**src/rtl/mod_arith_pkg.sv**
```systemverilog
// Shared constants and helpers for the modular arithmetic datapath.
// Mode encodings, default moduli and the extended-width helper.
package mod_arith_pkg;

    localparam logic [1:0] MODE_MADD = 2'b00;
    localparam logic [1:0] MODE_MSUB = 2'b01;
    localparam logic [1:0] MODE_RADD = 2'b10;
    localparam logic [1:0] MODE_RSUB = 2'b11;

    localparam int Q_KYBER     = 3329;
    localparam int Q_DILITHIUM = 8380417;

    function automatic int ext_w(input int w);
        return w + 1;
    endfunction

endpackage

```
**src/rtl/mod_correct.sv**
```systemverilog
// Single-step modular correction of an extended add/sub value.
// Purely combinational; shared with the multiplier's final reduction.
module mod_correct
    import mod_arith_pkg::*;
#(
    parameter int width = 12
) (
    input  logic [width:0]   r,
    input  logic [1:0]       mode,
    input  logic [width-1:0] q,
    output logic [width-1:0] result
);

    logic             ge_q;
    logic [width-1:0] diff;
    logic [width-1:0] wrap;

    assign ge_q = r >= {1'b0, q};
    assign diff = r[width-1:0] - q;
    assign wrap = r[width-1:0] + q;

    always_comb begin
        result = r[width-1:0];
        unique case (mode)
            MODE_MADD: result = ge_q ? diff : r[width-1:0];
            // r[width] is the no-borrow flag for subtraction
            MODE_MSUB: result = r[width] ? r[width-1:0] : wrap;
            default:   result = r[width-1:0];
        endcase
    end

endmodule

```
**src/rtl/mod_add_sub_pipe.sv**
```systemverilog
// Two-stage modular / raw adder-subtractor with valid/ready handshake.
// Stage 1 forms the extended sum, stage 2 applies one correction.
module mod_add_sub_pipe
    import mod_arith_pkg::*;
#(
    parameter int width   = 12,
    parameter int modulus = Q_KYBER,
    parameter int tag_w   = 8
) (
    input  logic             clk,
    input  logic             rst_n,
    input  logic             flush,
    input  logic             in_valid,
    output logic             in_ready,
    input  logic [width-1:0] operand_1,
    input  logic [width-1:0] operand_2,
    input  logic [1:0]       mode,
    input  logic [tag_w-1:0] in_tag,
    output logic             out_valid,
    input  logic             out_ready,
    output logic [width-1:0] result,
    output logic [tag_w-1:0] out_tag
);

    localparam int ew = ext_w(width);
    localparam logic [width-1:0] q_val = width'(modulus);

    logic             s1_valid;
    logic [ew-1:0]    s1_r;
    logic             s1_sub;
    logic             s1_raw;
    logic [tag_w-1:0] s1_tag;

    logic             s2_valid;
    logic [width-1:0] s2_result;
    logic [tag_w-1:0] s2_tag;

    logic             s1_load;
    logic             s2_load;
    logic [width-1:0] b_sel;
    logic [ew-1:0]    r_next;
    logic [width-1:0] corr;

    assign s2_load  = !s2_valid || out_ready;
    assign s1_load  = !s1_valid || s2_load;
    assign in_ready = s1_load;

    // Subtraction as a + ~b + 1 leaves the no-borrow flag in the MSB
    assign b_sel  = mode[0] ? ~operand_2 : operand_2;
    assign r_next = {1'b0, operand_1} + {1'b0, b_sel} + ew'(mode[0]);

    mod_correct #(
        .width(width)
    ) u_correct (
        .r     (s1_r),
        .mode  ({s1_raw, s1_sub}),
        .q     (q_val),
        .result(corr)
    );

    always_ff @(posedge clk or negedge rst_n) begin
        if (!rst_n) begin
            s1_valid  <= 1'b0;
            s1_r      <= '0;
            s1_sub    <= 1'b0;
            s1_raw    <= 1'b0;
            s1_tag    <= '0;
            s2_valid  <= 1'b0;
            s2_result <= '0;
            s2_tag    <= '0;
        end else if (flush) begin
            s1_valid <= 1'b0;
            s2_valid <= 1'b0;
        end else begin
            if (s1_load) begin
                s1_valid <= in_valid;
            end
            if (in_valid && s1_load) begin
                s1_r   <= r_next;
                s1_sub <= mode[0];
                s1_raw <= mode[1];
                s1_tag <= in_tag;
            end
            if (s2_load) begin
                s2_valid <= s1_valid;
            end
            if (s1_valid && s2_load) begin
                s2_result <= corr;
                s2_tag    <= s1_tag;
            end
        end
    end

    assign out_valid = s2_valid;
    assign result    = s2_result;
    assign out_tag   = s2_tag;

endmodule

```
**config.mk**
```make
export PLATFORM = sky130hd
export DESIGN_NAME = mod_add_sub_pipe
export DESIGN_NICKNAME = d
export VERILOG_FILES = /design/src/rtl/mod_arith_pkg.sv /design/src/rtl/mod_correct.sv /design/src/rtl/mod_add_sub_pipe.sv
export SDC_FILE = /design/constraint.sdc
export NUM_CORES = 1
export LEC_CHECK = 0
export BUFFER_PORTS_ARGS = -buffer_cell sky130_fd_sc_hd__buf_2
export CORE_MARGIN = 5
export CORE_UTILIZATION = 31
export CTS_CLUSTER_SIZE = 28
export DETAILED_ROUTE_END_ITERATION = 8
export HOLD_SLACK_MARGIN = 0.03
export PLACE_DENSITY = 0.45
export SLEW_MARGIN = 0
export SYNTH_ARGS = -nofsm -noshare
export SYNTH_HDL_FRONTEND = slang
export SYNTH_HIERARCHICAL = 1
export SYNTH_SLANG_ARGS = --single-unit
```
**constraint.sdc**
```tcl
create_clock -name clk -period 3.65 [get_ports clk]
set_input_delay 0.365 -clock clk [delete_from_list [all_inputs] [get_ports clk]]
set_output_delay 0.365 -clock clk [all_outputs]
set_load 0.02 [all_outputs]
```
==> results.cfg <==
[timing]
clock.fmax_mhz = 325.6
timing.final.crit_share = 0.8416
setup_viol = 0
finalHoldViolations = 0
drv_slew = 0
period_needed_ns = 3.072
rsz0062_at_grt = no
fin_skew_ns = 0.008365
maxSlewHeadroom = 0.5183
timing.setup.tns_ns = 0
tightest_slew_ns = 0.7203
fin_ws_ns = 0.5783

[final_layout]
finalInstanceArea_um2 = 4602
drive_above_1_share = 0.2177
nNetsFinal = 594
area.sequential_um2 = 1126
multi_input_area_um2 = 2661
area_delta_synth_final_pct = 18.19
stdcell_count = 691
n_antenna_cell = 0
fill_cells = 1303

[yosys]
seq_area_frac_synth = 0.2892
synth_compound_area_frac = 0.2204
yosysMostFrequentCell = nand2_1
muxShareOfSynthArea = 0.06941
synth-simple-area-share = 0.1726
async_flop_share = 1.000
ys_seq_elements = 45
synth_common_cells = nand2_1 (60), dfrtp_1 (45), ha_1 (34)
synth_cells = 444
yosys_warnings = 6
synthAdderAreaFrac = 0.1247
synth_xor_xnor_area_share = 0.07198
synth_top_family_by_area = compound AO/OA/AOI/OAI gates
yosysUniqueCellTypes = 70
synth_top_cell_by_area = dfrtp_1
synth_edf_count = 0
yosys-top-cells-area = dfrtp_1 (29%), ha_1 (11%), mux2_2 (6.1%)
syn_avg_cell_area_um2 = 8.770
synth_area_um2 = 3894
netlist.area_leader.share = 0.2892
synthFlopType = dfrtp_1

[worst_setup_path]
r2r-start = s1_r[0]
path_class = reg2reg
path_max_fanout = 3
start_kind = register
ff2ff_setup_slack_ns = 0.58
r2r-end = result[8]
rr_worst_depth = 10
arrival_ns = 3.25
cp-end-kind = register
cp.required_ns = 3.83

[floorplanning]
initial_core_util = 0.3124
core-area_um2 = 12470
ios = 61
chipHeight_um = 122.1
die_area_um2 = 14900
row_count = 41
die_x_um = 122.1

[power]
comb_power_share = 0.501
pwr-share-clk = 0.199
power_leakage_nw = 2.168
power_density_nw_per_um2 = 563.2
p_int_mw = 1.516
total_power_mw = 2.592
switchingPower_mw = 1.076
seq_power_share = 0.299
peakVddDrop_v = 0.0002015
power.share.switching = 0.4150

[route]
wl_per_cell_um = 14.74
via_per_inst = 4.845
drc = 0
ant_nets = 0
drt-initial-drc-count = 120
wl_um = 10190
vias = 3348
firstDrtPassIters = 5

[place]
place_area_um2 = 4434
dp.cells = 683
gp_congestion = 0.8824
port-buffer-count = 60
dp_hpwl_um = 7977
pre_cts_slack_ns = 0.6215

[clock_tree]
clk_path_buf_depth = 2
cts_tree = done
numCtsBuffers = 5
htreeDepth = 2
postCtsSetupBuffers = 0
cts.sinks = 45
postCtsHoldBufs = 0
path_clk_slew_ns = 0.06
root_buffer = clkbuf_16
post_cts_resized = 0
insertion_delay_ns = 0.29

[status]
run_status = completed

[job]
max-cap-violations = 0

[global_routing]
antenna_found_initial = 0
grt_max_degree = 27
grt_pass1_vias = 3268
overflow = 0
track_usage = 0.1415
grt_pass1_wl_um = 16690

[hold_path]
holdCritPathClass = in2async
## area by class of cell
class,instances,area share
Multi-Input combinational cell,376,0.5783
Sequential cell,45,0.2447
Timing Repair Buffer,65,0.07341
Tap cell,172,0.04676
Clock buffer,6,0.02800
Inverter,25,0.02039
Clock inverter,2,0.008429
## stage by stage
stage / util / hold slack, ns
after detailed placement: 0.3557 / 0.3695
final: 0.3692 / 0.03986
after CTS: 0.3692 / 0.04922
after global placement: 0.3557 / 0.3589
after global routing: 0.3692 / 0.07554
after floorplan: - / 0.06941
## layer usage
metal	vias to the layer above	routed length, µm	global-route usage	part of all wire
met5	-	0	0	0
met4	0	71	0.04269	0.0070
met3	4	260	0.01671	0.026
met2	60	5003	0.2414	0.49
met1	1583	4853	0.1879	0.48
li1	1701	-	-	-
## how the worst max path moves through the flow
stage | from | end | cells past startpoint
floorplan | s1_r[0] | result[8] | 10
global placement | s1_r[0] | result[8] | 10
detailed placement | s1_r[0] | result[8] | 10
CTS | s1_r[0] | result[8] | 10
global route | s1_r[0] | result[8] | 10
finish | s1_r[0] | result[8] | 10
## worst max-delay path, stage by stage, from the launching register on
cell and delay (ns):
dfrtp_1 0.39, ha_1 0.23, fa_1 0.41, nor2b_1 0.16, or3_1 0.31, a21oi_1 0.21
nor2_1 0.09, o41ai_1 0.31, mux2_2 0.38, a211o_1 0.21, mux2_2 0.25
## layout by cell type, fill, tap and decap left out, drive strengths merged, types with 15 or more instances in the layout
| cell type | count |
|---|---|
| xor2 | 17 |
| dfrtp | 45 |
| buf | 65 |
| a21oi | 29 |
| mux2 | 21 |
| conb | 24 |
| nor2 | 30 |
| nand2 | 60 |
| inv | 25 |
| xnor2 | 15 |
| ha | 34 |
| o21ai | 24 |
## state kept, by name, indices dropped and copies added (netlist names)
register and flops:
s1_tag 8, out_tag 8, s1_r 13, s1_sub 1, s1_valid 1, out_valid 1
result 12, s1_raw 1
## power groups by stage
stage                     combinational (mW)  clock, mW  sequential (mW)
after global routing                    1.44      0.555            0.801
after CTS                               1.30      0.541            0.779
final                                   1.30      0.517            0.776
after detailed placement                1.29          0            0.788
after floorplan                        0.875          0            0.847
after global placement                  1.29          0            0.780
## kinds of logic (layout without fill, tap and decap cells)
kind of cell / count (synthesis) / after routing
AND/OR/NAND/NOR: 140 / 140
XOR/XNOR: 32 / 32
AO/OA/AOI/OAI: 119 / 119
adder cells (fa/ha/maj): 37 / 37
flip-flops: 45 / 45
other: 2 / 24
buffers and inverters: 45 / 98
multiplexers: 24 / 24
(Power assumes the default switching activity.)
